<file path="config.mk">
export PLATFORM = sky130hd
export DESIGN_NAME = mem_req_sched
export DESIGN_NICKNAME = d
export VERILOG_FILES = /design/src/rtl/mem_req_sched_pkg.sv /design/src/rtl/mem_req_sched_rr_arbiter.sv /design/src/rtl/mem_req_sched.sv
export SDC_FILE = /design/constraint.sdc
export NUM_CORES = 1
export LEC_CHECK = 0
export CAP_MARGIN = 20
export CORE_MARGIN = 1
export CORE_UTILIZATION = 35
export CTS_BUF_LIST = sky130_fd_sc_hd__clkbuf_4
export DETAILED_ROUTE_END_ITERATION = 16
export PLACE_DENSITY = 0.88
export SKIP_LAST_GASP = 1
export SLEW_MARGIN = 15
export SYNTH_ARGS = -nofsm -noshare
export SYNTH_HDL_FRONTEND = slang
export SYNTH_SLANG_ARGS = --single-unit
</file>
<file path="constraint.sdc">
create_clock -name clk -period 2.05 [get_ports clk]
set_clock_uncertainty 0.15 [all_clocks]
set_input_delay 0.205 -clock clk [delete_from_list [all_inputs] [get_ports clk]]
set_output_delay 0.205 -clock clk [all_outputs]
set_load 0.01 [all_outputs]
</file>
<file path="src/rtl/mem_req_sched_pkg.sv">
// Shared types for the memory request scheduler.
//   mem_common : the memory request packet carried from requesters to memory.
//   mem_defs   : scheduler default sizes and the drain FSM state encoding.

package mem_common;

  typedef struct packed {
    logic        we;
    logic [3:0]  id;
    logic [31:0] addr;
  } t_mem_req;

endpackage

package mem_defs;

  localparam int MEMSCHED_NREQ  = 2;
  localparam int MEMSCHED_NCRED = 4;

  typedef enum logic [1:0] {
    ST_RUN     = 2'd0,
    ST_DRAIN   = 2'd1,
    ST_DRAINED = 2'd2
  } t_memsched_state;

endpackage

</file>
<file path="src/rtl/mem_req_sched_rr_arbiter.sv">
// Pointer-based round-robin arbiter. Search starts at ptr_reg and wraps
// modulo NREQ; the pointer moves just past the winner and holds otherwise.

module rr_arbiter #(
  parameter  int NREQ = 2,
  localparam int PW   = (NREQ > 1) ? $clog2(NREQ) : 1
) (
  input  logic            clk,
  input  logic            reset,
  input  logic            en,
  input  logic [NREQ-1:0] req,
  output logic [NREQ-1:0] gnt,
  output logic [PW-1:0]   gnt_idx,
  output logic            gnt_any
);

  logic [PW-1:0] ptr_reg, ptr_next;
  int            idx;

  // Pick the first requester at or after the pointer, wrapping around.
  always_comb begin
    gnt     = '0;
    gnt_idx = '0;
    gnt_any = 1'b0;
    idx     = 0;
    for (int k = 0; k < NREQ; k++) begin
      idx = int'(ptr_reg) + k;
      if (idx >= NREQ) idx = idx - NREQ;
      if (en && !gnt_any && req[idx]) begin
        gnt[idx] = 1'b1;
        gnt_idx  = PW'(idx);
        gnt_any  = 1'b1;
      end
    end
  end

  assign ptr_next = (int'(gnt_idx) == NREQ - 1) ? '0 : gnt_idx + PW'(1);

  // Advance the priority pointer only when somebody actually won.
  always_ff @(posedge clk or negedge reset) begin
    if (!reset)       ptr_reg <= '0;
    else if (gnt_any) ptr_reg <= ptr_next;
  end

endmodule

</file>
<file path="src/rtl/mem_req_sched.sv">
// Credit-based memory request scheduler: round-robin over NREQ requesters,
// a single registered output stage toward memory, a credit counter bounding
// outstanding requests, and a drain FSM that stops issue until all
// responses are back. Optional perf counters: MEM_REQ_SCHED_PERF_EN.

module mem_req_sched
  import mem_common::*;
  import mem_defs::*;
#(
  parameter  int NREQ  = MEMSCHED_NREQ,
  parameter  int NCRED = MEMSCHED_NCRED,
  localparam int CW    = $clog2(NCRED + 1),
  localparam int PW    = (NREQ > 1) ? $clog2(NREQ) : 1
) (
  input  logic                  clk,
  input  logic                  reset,
  input  logic [NREQ-1:0]       req_valid,
  input  t_mem_req [NREQ-1:0]   req_pkt,
  output logic [NREQ-1:0]       req_gnt,
  output logic                  mem_req_valid,
  output t_mem_req              mem_req_pkt,
  input  logic                  mem_req_ready,
  input  logic                  mem_rsp_valid,
  input  logic                  drain_req,
  output logic                  drain_done,
  output logic [CW-1:0]         credits,
  output logic [NREQ-1:0][31:0] perf_gnt_cnt,
  output logic [31:0]           perf_stall_cnt
);

  localparam logic [CW-1:0] CRED_MAX = CW'(NCRED);

  t_memsched_state state_reg, state_next;
  logic [CW-1:0]   credits_reg, credits_next;
  logic            out_valid_reg, out_valid_next;
  t_mem_req        out_pkt_reg, gnt_pkt;
  logic            grant_en, gnt_any, rsp_ok;
  logic [PW-1:0]   gnt_idx;

  // A slot opens when running, a credit is free and the output stage is
  // empty or being handed to memory this same cycle.
  assign grant_en = (state_reg == ST_RUN) && (credits_reg != '0) &&
                    (!out_valid_reg || mem_req_ready);

  rr_arbiter #(.NREQ(NREQ)) u_arb (
    .clk     (clk),
    .reset   (reset),
    .en      (grant_en),
    .req     (req_valid),
    .gnt     (req_gnt),
    .gnt_idx (gnt_idx),
    .gnt_any (gnt_any)
  );

  assign gnt_pkt = req_pkt[gnt_idx];

  // A response at full credit is illegal and simply ignored (saturation).
  assign rsp_ok = mem_rsp_valid && (credits_reg != CRED_MAX);

  // Credit bookkeeping: grant consumes, response returns, both cancel.
  always_comb begin
    credits_next = credits_reg;
    if (gnt_any && !rsp_ok)      credits_next = credits_reg - CW'(1);
    else if (!gnt_any && rsp_ok) credits_next = credits_reg + CW'(1);
  end

  assign out_valid_next = gnt_any || (out_valid_reg && !mem_req_ready);

  // Drain FSM next state; DRAINED is judged on the values being loaded now
  // so drain_done shows up the cycle after the last response.
  always_comb begin
    state_next = state_reg;
    drain_done = 1'b0;
    case (state_reg)
      ST_RUN:     if (drain_req) state_next = ST_DRAIN;
      ST_DRAIN: begin
        if (!drain_req)
          state_next = ST_RUN;
        else if ((credits_next == CRED_MAX) && !out_valid_next)
          state_next = ST_DRAINED;
      end
      ST_DRAINED: begin
        drain_done = 1'b1;
        if (!drain_req) state_next = ST_RUN;
      end
      default:    state_next = ST_RUN;
    endcase
  end

  // State, credits and the output stage; packet only reloads on a grant so
  // it holds steady while memory back-pressures.
  always_ff @(posedge clk or negedge reset) begin
    if (!reset) begin
      state_reg     <= ST_RUN;
      credits_reg   <= CRED_MAX;
      out_valid_reg <= 1'b0;
      out_pkt_reg   <= '0;
    end else begin
      state_reg     <= state_next;
      credits_reg   <= credits_next;
      out_valid_reg <= out_valid_next;
      if (gnt_any) out_pkt_reg <= gnt_pkt;
    end
  end

  assign mem_req_valid = out_valid_reg;
  assign mem_req_pkt   = out_pkt_reg;
  assign credits       = credits_reg;

`ifdef MEM_REQ_SCHED_PERF_EN
  logic        stall_cyc;
  logic [31:0] stall_cnt_reg;

  assign stall_cyc = (|req_valid) && (credits_reg == '0);

  generate
    for (genvar gi = 0; gi < NREQ; gi++) begin : g_perf_gnt
      logic [31:0] cnt_reg;
      // Per-requester grant count, wraps naturally at 2^32.
      always_ff @(posedge clk or negedge reset) begin
        if (!reset)           cnt_reg <= '0;
        else if (req_gnt[gi]) cnt_reg <= cnt_reg + 32'd1;
      end
      assign perf_gnt_cnt[gi] = cnt_reg;
    end
  endgenerate

  // Cycles where someone wanted to go but no credit was left.
  always_ff @(posedge clk or negedge reset) begin
    if (!reset)         stall_cnt_reg <= '0;
    else if (stall_cyc) stall_cnt_reg <= stall_cnt_reg + 32'd1;
  end
  assign perf_stall_cnt = stall_cnt_reg;
`else
  assign perf_gnt_cnt   = '0;
  assign perf_stall_cnt = '0;
`endif

  a_rsp_overflow: assert property (@(posedge clk) disable iff (!reset)
    !(mem_rsp_valid && (credits_reg == CRED_MAX)));
  a_gnt_onehot: assert property (@(posedge clk) disable iff (!reset)
    $onehot0(req_gnt) && ((req_gnt & ~req_valid) == '0));

endmodule

</file>
==> flow_summary.json, run 1 <==
{
  "grtUsageTotal_pct": 14.6,
  "place_area_um2": 4020,
  "drt_first_pass_iters": 6,
  "fill_cells": 778,
  "clock-sinks": 44,
  "die_w_um": 93.8,
  "grt_pass1_vias": 2169,
  "synth.avg_cell_area_um2": 9.37,
  "largest_reg_flops": 37,
  "rsz0062_at_grt": "true",
  "hpwl_um": 5240,
  "fin_crit_ns": 1.95,
  "p_seq_share_pct": 33.2,
  "via_per_inst": 4.17,
  "cts_max_path_buffers": 2,
  "layout-drive-gt1-share_pct": 7.56,
  "slew_headroom_pct": 63.7,
  "synthToLayoutAreaGrowth_pct": 39.3,
  "finalCritPeriodShare_pct": 94.9,
  "htree_levels": 2,
  "antenna_left": 0,
  "final_area_um2": 4110,
  "dieArea_um2": 8800,
  "ys_seq_area_share_pct": 37.3,
  "cpLargestDelayFamily": "buffers and inverters",
  "place_inst": 543,
  "outcome": "finished, final reports clean",
  "core_um2": 8180,
  "ys_types": 37,
  "required_ns": 1.69,
  "grt_max_degree": 39,
  "portBuffers": 124,
  "io_pins": 221,
  "swShare_pct": 37.9,
  "grt_overflow": 0,
  "critPathCaptureType": "output pin",
  "powerDensity_nw_per_um2": 1110,
  "initialDrtViolationCount": 37,
  "worst-setup-path-type": "reg -> out",
  "die_y_um": 93.8,
  "cts_tree": "done",
  "p_sw_mw": 1.73,
  "synthCells": 315,
  "multi_input_area_um2": 1420,
  "gp_congestion": 0.904,
  "hold_path_class": "in -> async",
  "drc_errors": 0,
  "synth_seq_cells": 44,
  "antennaDiodeCount": 0,
  "p_leak_nw": 2.01,
  "path_cells": "buf_4 > clkdlybuf4s50_1",
  "timing.max_cap.violations": 0,
  "power_frac_comb_pct": 57.6,
  "max_stage_delay_ns": 0.56,
  "grt_first_pass_wirelength_um": 9960,
  "nets": 533,
  "clock_latency_ns": 0.34,
  "fin_cells": 555,
  "rows": 33,
  "root_buffer": "clkbuf_4",
  "synthSimpleGateAreaFrac_pct": 10.2,
  "synth_xor_area_share_pct": 0.890,
  "worstMarginPinSlew_ns": 0.544,
  "internal-power_mw": 2.84,
  "crit_arrival_ns": 1.59,
  "pre_cts_slack_ns": 0.00958,
  "cts_made_buffers": 5,
  "finalSetupViolCount": 0,
  "post_drt_wl_per_cell_um": 11.6,
  "total_power_mw": 4.57,
  "timing.setup.tns_ns": 0,
  "synth-compound-area-share_pct": 8.82,
  "clk_pin_slew_ns": 0.12,
  "vias": 2313,
  "timing.final.ws_setup_ns": 0.104,
  "initial_core_util_pct": 36.1,
  "synth-adder-area-share_pct": 1.61,
  "fmax_mhz": 514,
  "synth_top_family_by_area": "buffers and inverters",
  "drv_slew": 0,
  "seqCellArea_um2": 1100,
  "syn_area_um2": 2950,
  "finalHoldViolCount": 0,
  "crit_path_max_fanout": 9,
  "crit_buf_inv": 2,
  "max-vdd-ir-drop_mv": 0.491,
  "antenna_found_initial": 0,
  "pwr-share-clk_pct": 9.2,
  "wl_um": 6460,
  "synth.area.mux_share_pct": 13.6,
  "startpoint_type": "flop",
  "yosys_warnings": 0,
  "critical_path.slowest_cell": "dfstp_2"
}
synthesized netlist by cell type:
master / number / share of area (%)
buf_4: 98 / 25
dfrtp_1: 43 / 36
nand2_1: 42 / 5.3
mux2i_1: 40 / 14
o21ai_0: 36 / 6.1
buf_2: 6 / 1.0
inv_1: 5 / 0.64
o21ai_1: 5 / 0.85
clkbuf_1: 4 / 0.51
ha_1: 3 / 1.3
a21oi_1: 2 / 0.34
and3_1: 2 / 0.42
nand2b_1: 2 / 0.42
nor2_1: 2 / 0.25
nor2b_1: 2 / 0.42
xnor2_1: 2 / 0.59
a211oi_1: 1 / 0.25
a21boi_1: 1 / 0.25
and4_1: 1 / 0.30
and4b_1: 1 / 0.34
buf_6: 1 / 0.38
conb_1: 1 / 0.13
dfstp_2: 1 / 0.89
maj3_1: 1 / 0.34
nand2b_4: 1 / 0.47
nand3_1: 1 / 0.17
nand3b_1: 1 / 0.25
nand4_4: 1 / 0.72
nand4b_1: 1 / 0.30
nor3b_1: 1 / 0.25
nor4b_1: 1 / 0.30
o2111ai_1: 1 / 0.30
o211ai_1: 1 / 0.25
o21a_1: 1 / 0.25
o22ai_1: 1 / 0.21
or2_1: 1 / 0.21
xor2_1: 1 / 0.30
worst paths after layout:
path,from,slack (ns),cells after the start,end
max,credits[2],0.10,2,credits[2]
min,reset,0.23,2,u_arb.ptr_reg
max reg2reg,credits[0],0.16,8,state_reg[1]
min reg2reg,mem_req_pkt[28],0.34,2,mem_req_pkt[28]
max in group asynchronous,reset,0.93,3,credits[2]
min in group clk,drain_req,0.28,2,state_reg[1]
what timing repair did:
item,4_1_cts,5_1_grt
buffers inserted,1,2
hold buffers,1,0
pin swaps,1,1
hold endpoints to repair,20,0
setup endpoints to repair,2,2
gates resized for setup,7,4
power by group through the flow:
stage | clock network [mW] | registers [mW] | logic (mW)
finish | 0.421 | 1.52 | 2.63
CTS | 0.453 | 1.52 | 2.63
global route | 0.487 | 1.57 | 2.88
global placement | 0 | 1.51 | 2.50
detailed placement | 0 | 1.53 | 2.57
floorplan | 0 | 1.71 | 1.22
worst reg2reg max path, cell delays in order, from the launching register on:
cell      delay (ns)
dfrtp_1         0.39
inv_2           0.07
ha_4            0.17
buf_4           0.14
nor2b_1         0.17
mux2i_1         0.27
mux2i_1         0.13
a211oi_1        0.22
o21a_1          0.13
area by class of cell:
cell class	instances	share of cell area (%)
Clock inverter	1	0.0913
Timing Repair Buffer	141	33.6
Sequential cell	44	26.8
Multi-Input combinational cell	252	34.6
Clock buffer	7	1.28
Tap cell	105	3.20
Inverter	5	0.456
per-layer routing:
metal	wire (um)	track usage, %	part of all wire (%)	vias up
met3	517	4.77	8.0	8
met4	76	4.62	1.2	0
met5	0	0	0	-
met1	2380	15.6	37	1064
met2	3480	26.9	54	123
li1	-	-	-	1118
kinds of logic (layout without fill, tap and decap cells):
family,Yosys count,count (layout)
DFF,44,44
adders and majority gates,4,4
buffers and inverters,114,154
other,1,96
and+or+nand+nor,60,60
xor gates and xnor gates,3,3
muxes,40,40
AOI/OAI and AO/OA,49,49
through the flow:
| stage | utilization, % | hold slack, ns |
|---|---|---|
| after floorplan | - | -0.241 |
| after global placement | 49.1 | 0.0619 |
| after detailed placement | 49.1 | 0.0648 |
| after CTS | 50.2 | 0.211 |
| after global routing | 50.3 | 0.245 |
| final | 50.3 | 0.228 |
layout by cell type, fill, tap and decap left out, drive strengths merged, types with 2 or more instances in the layout:
master	Yosys	final
dfrtp	43	43
ha	3	3
clkdlybuf4s50	0	121
clkbuf	4	9
inv	5	5
conb	1	96
nor2b	2	2
and3	2	2
xnor2	2	2
o21ai	41	41
nor2	2	2
nand2b	3	3
nand2	42	42
a21oi	2	2
buf	105	17
mux2i	40	40
(Power assumes the default switching activity.)
==> run 2: changes to the inputs <==
--- a/config.mk
+++ b/config.mk
@@ -6,13 +6,15 @@
 export NUM_CORES = 1
 export LEC_CHECK = 0
 export CAP_MARGIN = 20
-export CORE_MARGIN = 1
-export CORE_UTILIZATION = 35
+export CORE_AREA = 2 2 86 88
 export CTS_BUF_LIST = sky130_fd_sc_hd__clkbuf_4
 export DETAILED_ROUTE_END_ITERATION = 16
-export PLACE_DENSITY = 0.88
+export DIE_AREA = 0 0 88 90
+export DONT_BUFFER_PORTS = 1
+export PLACE_DENSITY = 0.61
 export SKIP_LAST_GASP = 1
 export SLEW_MARGIN = 15
 export SYNTH_ARGS = -nofsm -noshare
 export SYNTH_HDL_FRONTEND = slang
+export SYNTH_HIERARCHICAL = 1
 export SYNTH_SLANG_ARGS = --single-unit
==> flow_summary.json, run 2 <==
{
  "via_per_inst": 4.38,
  "startpoint_type": "flop",
  "worst-setup-path-type": "reg -> reg",
  "violations": "setup timing",
  "synth_xor_area_share_pct": 0.609,
  "largest_reg_flops": 37,
  "synth_largest_area_cell": "dfrtp_1",
  "core_um2": 7020,
  "drv_slew": 0,
  "syn_area_um2": 2880,
  "post_drt_wl_per_cell_um": 14.2,
  "rows": 31,
  "finalSetupViolCount": 39,
  "grt_pass1_vias": 2183,
  "die_y_um": 90,
  "vias": 2229,
  "synthToLayoutAreaGrowth_pct": 35.2,
  "synth_top_family_by_area": "buffers and inverters",
  "grtUsageTotal_pct": 17.1,
  "clock_latency_ns": 0.34,
  "dieArea_um2": 7920,
  "path_cells": "inv_2 > ha_4 > inv_2 > o2111a_1 > buf_4 > buf_6 > nand2_4 > a21oi_4 > buf_12 > clkbuf_16 > mux2i_1 > a21oi_1",
  "timing.max_cap.violations": 0,
  "synthSimpleGateAreaFrac_pct": 8.01,
  "startpoint": "credits[1]",
  "async_flop_share_pct": 100,
  "synth.top_cell.area_share_pct": 37.4,
  "initial_core_util_pct": 41.0,
  "die_w_um": 88,
  "drc_errors": 0,
  "crit_path_max_fanout": 8,
  "pre_cts_slack_ns": -0.131,
  "io_pins": 221,
  "max-vdd-ir-drop_mv": 0.689,
  "antennaDiodeCount": 0,
  "cts_tree": "done",
  "layout-drive-gt1-share_pct": 14.4,
  "cp_common_cell": "inv_2",
  "ys_seq_area_share_pct": 38.3,
  "fin_crit_ns": 2.18,
  "synthTopCellsByArea": "dfrtp_1 (37%), buf_4 (25%), mux2i_1 (13%)",
  "synth_seq_cells": 44,
  "critPathCaptureType": "flop",
  "synth_most_common_cell": "buf_4",
  "synthCells": 308,
  "yosys_warnings": 6,
  "clock-sinks": 44,
  "nets": 493,
  "max_stage_delay_ns": 0.38,
  "required_ns": 2.13,
  "cts_made_buffers": 5,
  "antenna_found_initial": 0,
  "synth_common_cells": "buf_4 (96), dfrtp_1 (43), a21oi_1 (41), nor2_1 (38), mux2i_1 (37)",
  "synth-main-ff-cell": "dfrtp_1",
  "r2r_setup_slack_ns": -0.13,
  "finalHoldViolCount": 0,
  "fill_cells": 587,
  "p_leak_nw": 1.76,
  "worstHoldStart": "mem_rsp_valid",
  "clk_pin_slew_ns": 0.13,
  "gp_congestion": 0.810,
  "cts_max_path_buffers": 2,
  "portBuffers": 0,
  "place_inst": 409,
  "timing.final.ws_setup_ns": -0.129,
  "ys_types": 29,
  "layout_common_cells": "conb_1 (96), dlygate4sd3_1 (79), dfrtp_1 (42)",
  "fin_cells": 509,
  "synth-compound-area-share_pct": 10.4,
  "total_power_mw": 4.23,
  "synth.area.mux_share_pct": 13.3,
  "fmax_mhz": 459,
  "utilization_pct": 55.4,
  "initialDrtViolationCount": 39,
  "crit_arrival_ns": 2.26,
  "hold_slack_ns": 0.0737,
  "grt_first_pass_wirelength_um": 10600,
  "final_common_cell": "conb_1",
  "antenna_left": 0,
  "synth.avg_cell_area_um2": 9.34,
  "hold_path_class": "in -> reg",
  "r2r_start": "credits[1]",
  "grt_overflow": 0,
  "critical_path.slowest_cell": "dfrtp_1",
  "grt_max_degree": 45,
  "powerDensity_nw_per_um2": 1090,
  "hpwl_um": 4180,
  "synth-adder-area-share_pct": 1.31,
  "htree_levels": 2,
  "drt_first_pass_iters": 4,
  "wl_um": 7240,
  "synth-edff-count": 0,
  "outcome": "complete, but fails checks",
  "root_buffer": "clkbuf_4",
  "finalCritPeriodShare_pct": 106,
  "rsz0062_at_grt": "true"
}
[run 2: layout make-up]
type,count,area (um^2),share of cell area [%]
well taps,99,124,3.19
inverters,6,22.5,0.579
multi-input cells,244,1420,36.6
repair buffers,108,1160,29.8
clock buffers,6,45.0,1.16
clock inverters,2,11.3,0.290
flip-flops and latches,44,1100,28.4
[run 2: where the power goes]
group	internal [mW]	switching, mW
Combinational	0.994	1.02
Clock	0.144	0.282
Sequential	1.29	0.497
Total	2.43	1.80
[run 2: through the flow]
step	cell area (um^2)	TNS (ns)
floorplan	3270	-0.428
global placement	2740	-0.102
detailed placement	2740	-0.240
CTS	3680	-1.68
global route	3890	-7.64
finish	3890	-3.78
[run 2: worst paths after layout]
kind,endpoint,cells after the start
worst max-delay path,mem_req_pkt[16],12
worst min-delay path,credits[2],3
worst max register to register,mem_req_pkt[16],12
worst min register to register,mem_req_pkt[14],2
max in group asynchronous,credits[2],2
min in group asynchronous,mem_req_pkt[27],2
[run 2: worst max-delay path, delay by kind of cell, from the launching register on]
kind	cells	cell delay, ns
AOI/OAI and AO/OA	3	0.44
buffers and inverters	6	0.67
muxes	1	0.19
adders and majority gates	1	0.16
DFF	1	0.38
and+or+nand+nor	1	0.06
[run 2: kinds of logic (layout without fill, tap and decap cells)]
logic type / Yosys count / after routing
other cells: 1 / 96
xor+xnor: 2 / 2
flops: 44 / 44
fa+ha+maj: 3 / 3
simple gates: 53 / 53
buf+inv: 115 / 122
mux: 38 / 38
compound gates: 52 / 52
[run 2: per-layer routing]
metal  vias to the layer above  GRT usage, %  share of wire (%)
met1                      1048          19.3                 37
met2                       152          30.3                 53
met5                         -             0                  0
met3                         6          5.79                9.5
met4                         0          4.23                1.1
li1                       1023             -                  -
[run 2: repair_timing]
action                                  4_1_cts  5_1_grt
pin swaps                                     3       27
endpoints found under the hold margin        85        0
gates resized for setup                       1       19
endpoints found under the setup margin        4       41
hold buffers                                 80        0
cloned                                        1        4
buffers inserted                              4        4
